`src/rtl/riscv_pipe_pkg.sv`:
```
// Shared types and constants for the 5-stage RISC-V pipe: bubble encoding,
// PC/BTB geometry defaults and the 2-bit branch-predictor counter.
package riscv_pipe_pkg;

   localparam int unsigned PC_W    = 5;
   localparam int unsigned IDX_W   = 3;
   localparam int unsigned INSTR_W = 32;

   localparam logic [INSTR_W-1:0] NOP_INSTR = 32'h0000_0013;

   typedef enum logic [1:0] {
      SNT = 2'b00,
      WNT = 2'b01,
      WT  = 2'b10,
      ST  = 2'b11
   } ctr_t;

   // Saturating step: clamps at SNT/ST instead of wrapping.
   function automatic ctr_t ctr_step(input ctr_t c, input logic taken);
      ctr_t r;
      r = c;
      if (taken) begin
         if (c != ST) r = ctr_t'(2'(c) + 2'd1);
      end else begin
         if (c != SNT) r = ctr_t'(2'(c) - 2'd1);
      end
      return r;
   endfunction

   function automatic logic ctr_predicts_taken(input ctr_t c);
      return (c == WT) || (c == ST);
   endfunction

endpackage

```
`src/rtl/branch_target_buffer.sv`:
```
// Direct-mapped BTB with 2-bit counters: combinational lookup on the fetch PC,
// single-port training from execute. Lookup always sees pre-update state.
module branch_target_buffer
   import riscv_pipe_pkg::*;
#(
   parameter int unsigned PC_W  = riscv_pipe_pkg::PC_W,
   parameter int unsigned IDX_W = riscv_pipe_pkg::IDX_W
) (
   input  logic            clk,
   input  logic            reset,
   input  logic [PC_W-1:0] pc,
   output logic            pred_taken_c,
   output logic [PC_W-1:0] pred_target_c,
   input  logic            upd_valid,
   input  logic [PC_W-1:0] upd_pc,
   input  logic            upd_taken,
   input  logic [PC_W-1:0] upd_target
);

   localparam int unsigned TAG_W   = PC_W - IDX_W;
   localparam int unsigned ENTRIES = 2 ** IDX_W;

   logic             valid_q  [ENTRIES];
   logic [TAG_W-1:0] tag_q    [ENTRIES];
   logic [PC_W-1:0]  target_q [ENTRIES];
   ctr_t             ctr_q    [ENTRIES];

   logic [IDX_W-1:0] lk_idx;
   logic [TAG_W-1:0] lk_tag;
   logic             lk_hit;

   logic [IDX_W-1:0] up_idx;
   logic [TAG_W-1:0] up_tag;
   logic             up_hit;
   ctr_t             up_ctr;

   // Lookup
   always_comb begin
      lk_idx        = pc[IDX_W-1:0];
      lk_tag        = pc[PC_W-1:IDX_W];
      lk_hit        = valid_q[lk_idx] && (tag_q[lk_idx] == lk_tag);
      pred_taken_c  = lk_hit && ctr_predicts_taken(ctr_q[lk_idx]);
      pred_target_c = target_q[lk_idx];
   end

   // Update decode
   always_comb begin
      up_idx = upd_pc[IDX_W-1:0];
      up_tag = upd_pc[PC_W-1:IDX_W];
      up_hit = valid_q[up_idx] && (tag_q[up_idx] == up_tag);
      up_ctr = ctr_step(ctr_q[up_idx], upd_taken);
   end

   // Entries: hits train in place, taken misses allocate, not-taken misses are dropped.
   always_ff @(posedge clk or posedge reset) begin
      if (reset) begin
         for (int unsigned i = 0; i < ENTRIES; i++) begin
            valid_q[i]  <= 1'b0;
            tag_q[i]    <= '0;
            target_q[i] <= '0;
            ctr_q[i]    <= WNT;
         end
      end else if (upd_valid) begin
         if (up_hit) begin
            ctr_q[up_idx] <= up_ctr;
            if (upd_taken) target_q[up_idx] <= upd_target;
         end else if (upd_taken) begin
            valid_q[up_idx]  <= 1'b1;
            tag_q[up_idx]    <= up_tag;
            target_q[up_idx] <= upd_target;
            ctr_q[up_idx]    <= WT;
         end
      end
   end

endmodule

```
`src/rtl/fetch_predict_stage.sv`:
```
// IF stage: PC register, BTB-predicted next-PC mux and the IF/ID latch.
// Execute redirects override hazard stalls; stalls freeze both PC and IF/ID.
module fetch_predict_stage
   import riscv_pipe_pkg::*;
#(
   parameter int unsigned PC_W  = riscv_pipe_pkg::PC_W,
   parameter int unsigned IDX_W = riscv_pipe_pkg::IDX_W
) (
   input  logic                clk,
   input  logic                reset,
   input  logic                stall,
   input  logic                ex_redirect,
   input  logic [PC_W-1:0]     ex_redirect_pc,
   input  logic                upd_valid,
   input  logic [PC_W-1:0]     upd_pc,
   input  logic                upd_taken,
   input  logic [PC_W-1:0]     upd_target,
   output logic [PC_W-1:0]     imem_addr,
   input  logic [INSTR_W-1:0]  imem_rdata,
   output logic [INSTR_W-1:0]  if_ins,
   output logic [PC_W-1:0]     if_pc,
   output logic [PC_W-1:0]     if_nxt,
   output logic                if_pred_taken,
   output logic                if_valid
);

   logic [PC_W-1:0]    pc_q, pc_d;
   logic               pred_taken_c;
   logic [PC_W-1:0]    pred_target_c;
   logic [PC_W-1:0]    pred_nxt_c;

   logic [INSTR_W-1:0] ins_d;
   logic [PC_W-1:0]    ifpc_d;
   logic [PC_W-1:0]    nxt_d;
   logic               ptk_d;
   logic               vld_d;

   branch_target_buffer #(
      .PC_W  (PC_W),
      .IDX_W (IDX_W)
   ) u_btb (
      .clk           (clk),
      .reset         (reset),
      .pc            (pc_q),
      .pred_taken_c  (pred_taken_c),
      .pred_target_c (pred_target_c),
      .upd_valid     (upd_valid),
      .upd_pc        (upd_pc),
      .upd_taken     (upd_taken),
      .upd_target    (upd_target)
   );

   assign imem_addr  = pc_q;
   assign pred_nxt_c = pred_taken_c ? pred_target_c : PC_W'(pc_q + PC_W'(1));

   // Next PC and IF/ID contents: redirect > stall > normal fetch
   always_comb begin
      pc_d   = pc_q;
      ins_d  = if_ins;
      ifpc_d = if_pc;
      nxt_d  = if_nxt;
      ptk_d  = if_pred_taken;
      vld_d  = if_valid;
      if (ex_redirect) begin
         pc_d  = ex_redirect_pc;
         ins_d = NOP_INSTR;
         ptk_d = 1'b0;
         vld_d = 1'b0;
      end else if (!stall) begin
         pc_d   = pred_nxt_c;
         ins_d  = imem_rdata;
         ifpc_d = pc_q;
         nxt_d  = pred_nxt_c;
         ptk_d  = pred_taken_c;
         vld_d  = 1'b1;
      end
   end

   always_ff @(posedge clk or posedge reset) begin
      if (reset) begin
         pc_q          <= '0;
         if_ins        <= NOP_INSTR;
         if_pc         <= '0;
         if_nxt        <= '0;
         if_pred_taken <= 1'b0;
         if_valid      <= 1'b0;
      end else begin
         pc_q          <= pc_d;
         if_ins        <= ins_d;
         if_pc         <= ifpc_d;
         if_nxt        <= nxt_d;
         if_pred_taken <= ptk_d;
         if_valid      <= vld_d;
      end
   end

endmodule

```
`config.mk`:
```
export PLATFORM = sky130hd
export DESIGN_NAME = fetch_predict_stage
export DESIGN_NICKNAME = d
export VERILOG_FILES = /design/src/rtl/riscv_pipe_pkg.sv /design/src/rtl/branch_target_buffer.sv /design/src/rtl/fetch_predict_stage.sv
export SDC_FILE = /design/constraint.sdc
export NUM_CORES = 1
export LEC_CHECK = 0
export CELL_PAD_IN_SITES_DETAIL_PLACEMENT = 1
export CELL_PAD_IN_SITES_GLOBAL_PLACEMENT = 1
export CORE_MARGIN = 2
export CORE_UTILIZATION = 35
export DETAILED_ROUTE_END_ITERATION = 7
export PLACE_DENSITY_LB_ADDON = 0.1
export SYNTH_ARGS = -nofsm -noshare
export SYNTH_HDL_FRONTEND = slang
export SYNTH_SLANG_ARGS = --single-unit
```
`constraint.sdc`:
```
create_clock -name clk -period 12.35 [get_ports clk]
set_input_delay 1.8525 -clock clk [delete_from_list [all_inputs] [get_ports clk]]
set_output_delay 1.8525 -clock clk [all_outputs]
set_load 0.02 [all_outputs]
```
* Word level (Yosys, flattened, before mapping) *
Index checks and enable logic that the tools add are counted.

storage, ports and cells
  flip-flop bits (word level) = 129

cells by class
  $add $sub $neg = 3
  order comparisons = 3
  equal/unequal tests = 6
  multiplexer cells = 44
  bitwise operators = 9
  reductions and logical operators = 11

operator list
  operator             count
  $mux 32              2
  $bwmux 40            1
  $bwmux 16            2
  $mux 16              2
  $mux 5               6
  $bmux 2 s3           4
  $mux 2               12
  $or 8x8->8           2
  $bmux 5 s3           1
  $demux 5 s3          1
  $mux 1               9
  $and 8x8->8          1
  $ge 4x4->1 const B   2
  $not 3->4            2
  $not 8->8            1
  $bmux 1 s3           2
  $demux 2 s3          1
  $reduce_and 2->1     3
  $add 5x1->5 const B  1
  $eq 2x2->1           2
  $eq 2x2->1 const B   2
  $logic_and 1x1->1    4
  $lt 4x1->1 const B   1
  $reduce_bool 2->1    2
  8 further kinds      10

* Longest topological paths before layout *
  depth after elaboration = 10
  depth in mapped cells = 9
  gate-level depth less buffers = 7

* Cells and area by module *
From an unflattened synthesis, not the netlist that was laid out.

second synthesis, totals
  cells, all modules = 547
  area total of the unflattened synthesis = 6351.1 um^2

by module, submodules not included
  module                instances  cells an instance  area an instance (um^2)  seq. area each (um^2)
  branch_target_buffer  1          355                4197.8                   2011.9
  fetch_predict_stage   1          192                2153.3                   1229.9

* Worst setup path after synthesis *
Ideal clock, no wire load.

  path type = in2reg
  from = in upd_pc[2]
  to = reg u_btb.tag_q[0] (netlist bit)
  library setup time = 0.125 ns
  data arrival time = 3.677 ns
  data required time = 12.225 ns
  slack = 8.548 ns
  stages on the path = 7
  buffers on the path = 2
  cell sequence = buf_2 -> buf_2 -> a311o_1 -> a211oi_4 -> xnor2_2 -> o21ai_2 -> mux2_2

on the way
  longest elaborated chain between the ends = 8
  elaborated cells on any way between the ends = 17
  classes of those cells = order compare: 2; eq/ne: 1; mux: 9; bitwise: 2; reduce/logical: 3

ends and longest elaborated chain
  item                                       RTL line                                                text
  start: declaration                         fetch_predict_stage.sv:15                               input logic [PC_W-1:0] upd_pc,
  $not 3->4 (implied by the code) (*)        branch_target_buffer.sv:50, branch_target_buffer.sv:69
  $bmux 2 s3                                 branch_target_buffer.sv:50                              up_hit = valid_q[up_idx] && (tag_q[up_idx] == up_tag);
  $mux 2 (implied by the code) (2 in a row)  branch_target_buffer.sv:50
  $eq 2x2->1                                 branch_target_buffer.sv:50
  $logic_and 1x1->1                          branch_target_buffer.sv:50
  $not 1->1 (no line)                        -
  $reduce_and 3->1 (no line)                 -
  end signal: indexed assignment             branch_target_buffer.sv:69                              tag_q[up_idx] <= up_tag;
  end: declaration                           branch_target_buffer.sv:24                              logic [TAG_W-1:0] tag_q [ENTRIES];

Every way passes the cells marked *; elsewhere a longest branch is shown, timed or not. The select of a mux whose other input is x is not followed.
A chain may end at the register's enable or synchronous reset.

* Worst setup path in the final report *
  from = in upd_pc[2]
  to = reg u_btb.ctr_q[5] (netlist bit)

on the way
  longest elaborated chain between the ends = 9
  elaborated cells on any way between the ends = 30
  classes of those cells = add/sub: 2; order compare: 2; eq/ne: 2; mux: 17; bitwise: 2; reduce/logical: 5

ends and longest elaborated chain
  item                                       RTL line                                    text
  $not 3->4 (implied by the code) (*)        -
  $bmux 2 s3                                 branch_target_buffer.sv:51                  up_ctr = ctr_step(ctr_q[up_idx], upd_taken);
  $mux 2 (implied by the code) (2 in a row)  branch_target_buffer.sv:51
  $sub 2x1->2 (tied with other cells)        riscv_pipe_pkg.sv:25                        if (c != SNT) r = ctr_t'(2'(c) - 2'd1);
  $mux 2, on equally long branches           riscv_pipe_pkg.sv:25, riscv_pipe_pkg.sv:23
  $mux 2                                     riscv_pipe_pkg.sv:22                        if (taken) begin
  $bwmux 16                                  branch_target_buffer.sv:65                  ctr_q[up_idx] <= up_ctr;
  $mux 16                                    branch_target_buffer.sv:64                  if (up_hit) begin
  end signal: indexed assignment             branch_target_buffer.sv:65
  end: declaration                           branch_target_buffer.sv:26                  ctr_t ctr_q [ENTRIES];

Marked as above.

==> impl_metrics.toml <==
[status]
status = "complete, no violations"

[detailed_routing]
dr.pass1.iters = 4
post-route-drc-count = 0
viasPerCell = 5.349
drt-total-wl_um = 17580
drtIter0Drc = 179
vias = 4734
avgRoutedWirePerCell_um = 19.87
drtAntennaViolNets = 0

[sta]
hold_viol_final = 0
timing.fmax_mhz = 216.2
tightest_slew_ps = 992.9
relSlewSlack_pct = 33.60
fin_ws_ps = 7725
period_minus_slack_ps = 4625
clock_skew_ps = 6.743
final_max_slew_viol_count = 0
grt_setup_unrepaired = "false"
fin_setup_tns_ps = 0
period_share_pct = 37.45
finalSetupViolations = 0

[floorplan]
die_x_um = 139.4
dieArea_um2 = 19430
coreArea_um2 = 17960
row_count = 49
start_util_pct = 35.72
ios = 102
dieHeight_um = 139.4

[job]
cap_viol_max_count = 0

[final_layout]
syn2layout_area_growth_pct = 27.73
final_common_cell = "dfrtp_1"
fin_util_pct = 45.62
nFillCells = 1879
nets = 697
diodes = 0
drive_gt1_share_pct = 21.34
layout_common_cells = "dfrtp_1 (118), clkdlybuf4s50_1 (100), nor2_1 (64)"

[logic_synthesis]
syn-num-nets = 605
synth_area_leaders = "dfrtp_1 (46%), mux2_2 (11%), mux2i_1 (8.1%)"
synth_top_area_share_pct = 46.02
synthDistinctLibCells = 52
synthCells = 551
ys_seq_area_share_pct = 50.53
synth_seq_cells = 129
syn_avg_cell_area_um2 = 11.64
yosysWarnings = 0
synth_area_um2 = 6416
synth_largest_area_cell = "dfrtp_1"
synth-main-ff-cell = "dfrtp_1"
ys_async_sr_fraction_pct = 100.0
synth_edf_count = 0

[critical_path]
path_class = "input port to flop"
critPathMaxFanout = 24
ff2ff_path_depth = 6
required_ps = 12670
cpPeakStageDelay_ps = 1120
r2r_slack_ps = 9580
arrival_ps = 4940
cp-start-kind = "input port"
r2r-end = "if_nxt[3]"
end_kind = "flop"
path_cells = "clkdlybuf4s50_1 -> and3b_1 -> a311o_1 -> a211oi_4 -> xor2_2 -> nand2_1 -> a221oi_1"
reg2reg_from = "imem_addr[0]"
slowest_stage = "clkdlybuf4s50_1"

[grt]
grt_overflow_total = 0
met3_usage_pct = 4.577
met1_usage_pct = 25.77
top_usage_layer = "met2"
grt_first_pass_wirelength_um = 28840
grt_antenna_before_repair = 0
grt_max_degree = 76
grt_usage_pct = 18.92
grt.met2_usage_pct = 29.95
first_global_vias = 5107

[clock_tree]
cts_hold_buf = 0
clk_latency_ps = 420
cts_buffers = 17
clkSinkCount = 129
root_buffer = "clkbuf_16"
cts_setup_buffers = 0
path_clk_slew_ps = 60
cts.htree.levels = 4
cts_tree = "done"
post_cts_resized = 0
clock_path_buffers = 2

[pwr]
power_density_nw_per_um2 = 165.1
vdd_drop_max_uv = 100.1
leakagePower_nw = 3.525
totalPowerFinal_w = 0.001353

[hold_path]
hp-start = "if_pc[4]"
whs_endpoint = "if_pc[4]"
whs_path_depth = 2
hold_path.class = "flop to flop"

[place]
place_congestion = 0.7699
dpl_worst_slack_ps = 7281
portBuffers = 101
place_hpwl_um = 12110
-- report_power, final --
| group | switching, W | total [W] | internal, W | leakage, nW |
|---|---|---|---|---|
| combinational | 0.000147 | 0.000294 | 0.000148 | 1.64 |
| sequential | 0.0000544 | 0.000549 | 0.000495 | 1.59 |
| clock | 0.000206 | 0.000510 | 0.000303 | 0.293 |
| total | 0.000407 | 0.00135 | 0.000946 | 3.53 |
-- worst max path at each step --
stage | start | end | slack [ps] | cells past startpoint
floorplan | reset | if_ins[10] | 7070 | 1
global placement | upd_pc[2] | u_btb.tag_q[3] | 7380 | 7
detailed placement | upd_pc[1] | u_btb.tag_q[5] | 7280 | 7
CTS | upd_pc[1] | u_btb.tag_q[5] | 7740 | 7
global route | upd_pc[1] | u_btb.ctr_q[9] | 7470 | 7
finish | upd_pc[2] | u_btb.ctr_q[5] | 7720 | 7
-- through the flow --
stage	instance area, um^2	hold WS (ps)	cells
global placement	7600	461.6	853
CTS	8195	485.4	885
finish	8195	482.0	885
floorplan	6416	451.4	551
global route	8195	523.4	885
detailed placement	7600	469.1	853
-- synth_stat cells (7+ instances only) --
cell type / number
mux4_2: 16
clkbuf_1: 19
a221oi_1: 8
mux2i_1: 52
o21ai_0: 10
nand2_1: 50
mux2_2: 61
nand2b_1: 15
nand3_1: 15
nor2_1: 64
dfrtp_1: 118
dfstp_2: 11
inv_1: 7
a21oi_1: 8
-- logic make-up (layout without fill, tap and decap cells) --
group	after synthesis	in the layout	share of synthesized area (%)
simple gates	182	182	13.42
fa+ha+maj	3	3	0.5070
buf+inv	40	145	2.730
mux	129	129	24.43
xor+xnor	6	6	1.053
flops	129	129	50.53
compound gates	62	62	7.333
-- metal layers --
| metal | part of all wire [%] | wire [um] | vias to the layer above |
|---|---|---|---|
| met4 | 1.5 | 266 | 0 |
| met3 | 4.9 | 869 | 23 |
| met2 | 48 | 8420 | 112 |
| li1 | - | - | 2172 |
| met5 | 0 | 0 | - |
| met1 | 46 | 8027 | 2427 |
-- flip-flops by register name, indices dropped and copies added (netlist names) --
register	flops
if_pred_taken	1
if_nxt	5
if_pc	5
u_btb.target_q	40
imem_addr	5
u_btb.ctr_q	16
if_valid	1
u_btb.tag_q	16
if_ins	32
u_btb.valid_q	8
-- area by class of cell --
| cell class | count | area [um^2] | area share, % |
|---|---|---|---|
| multi-input cells | 382 | 2999 | 36.60 |
| well taps | 229 | 286.5 | 3.496 |
| clock buffers | 17 | 425.4 | 5.191 |
| clock inverters | 15 | 170.2 | 2.076 |
| flip-flops and latches | 129 | 3242 | 39.56 |
| inverters | 7 | 28.78 | 0.3511 |
| repair buffers | 106 | 1044 | 12.73 |
-- worst max-delay path, delay by kind of cell --
kind	cells	cell delay, ps
and+or+nand+nor	2	550
xor gates and xnor gates	1	350
buffers and inverters	1	1120
AOI/OAI and AO/OA	3	1060
Power figures use the tool's default switching activity.
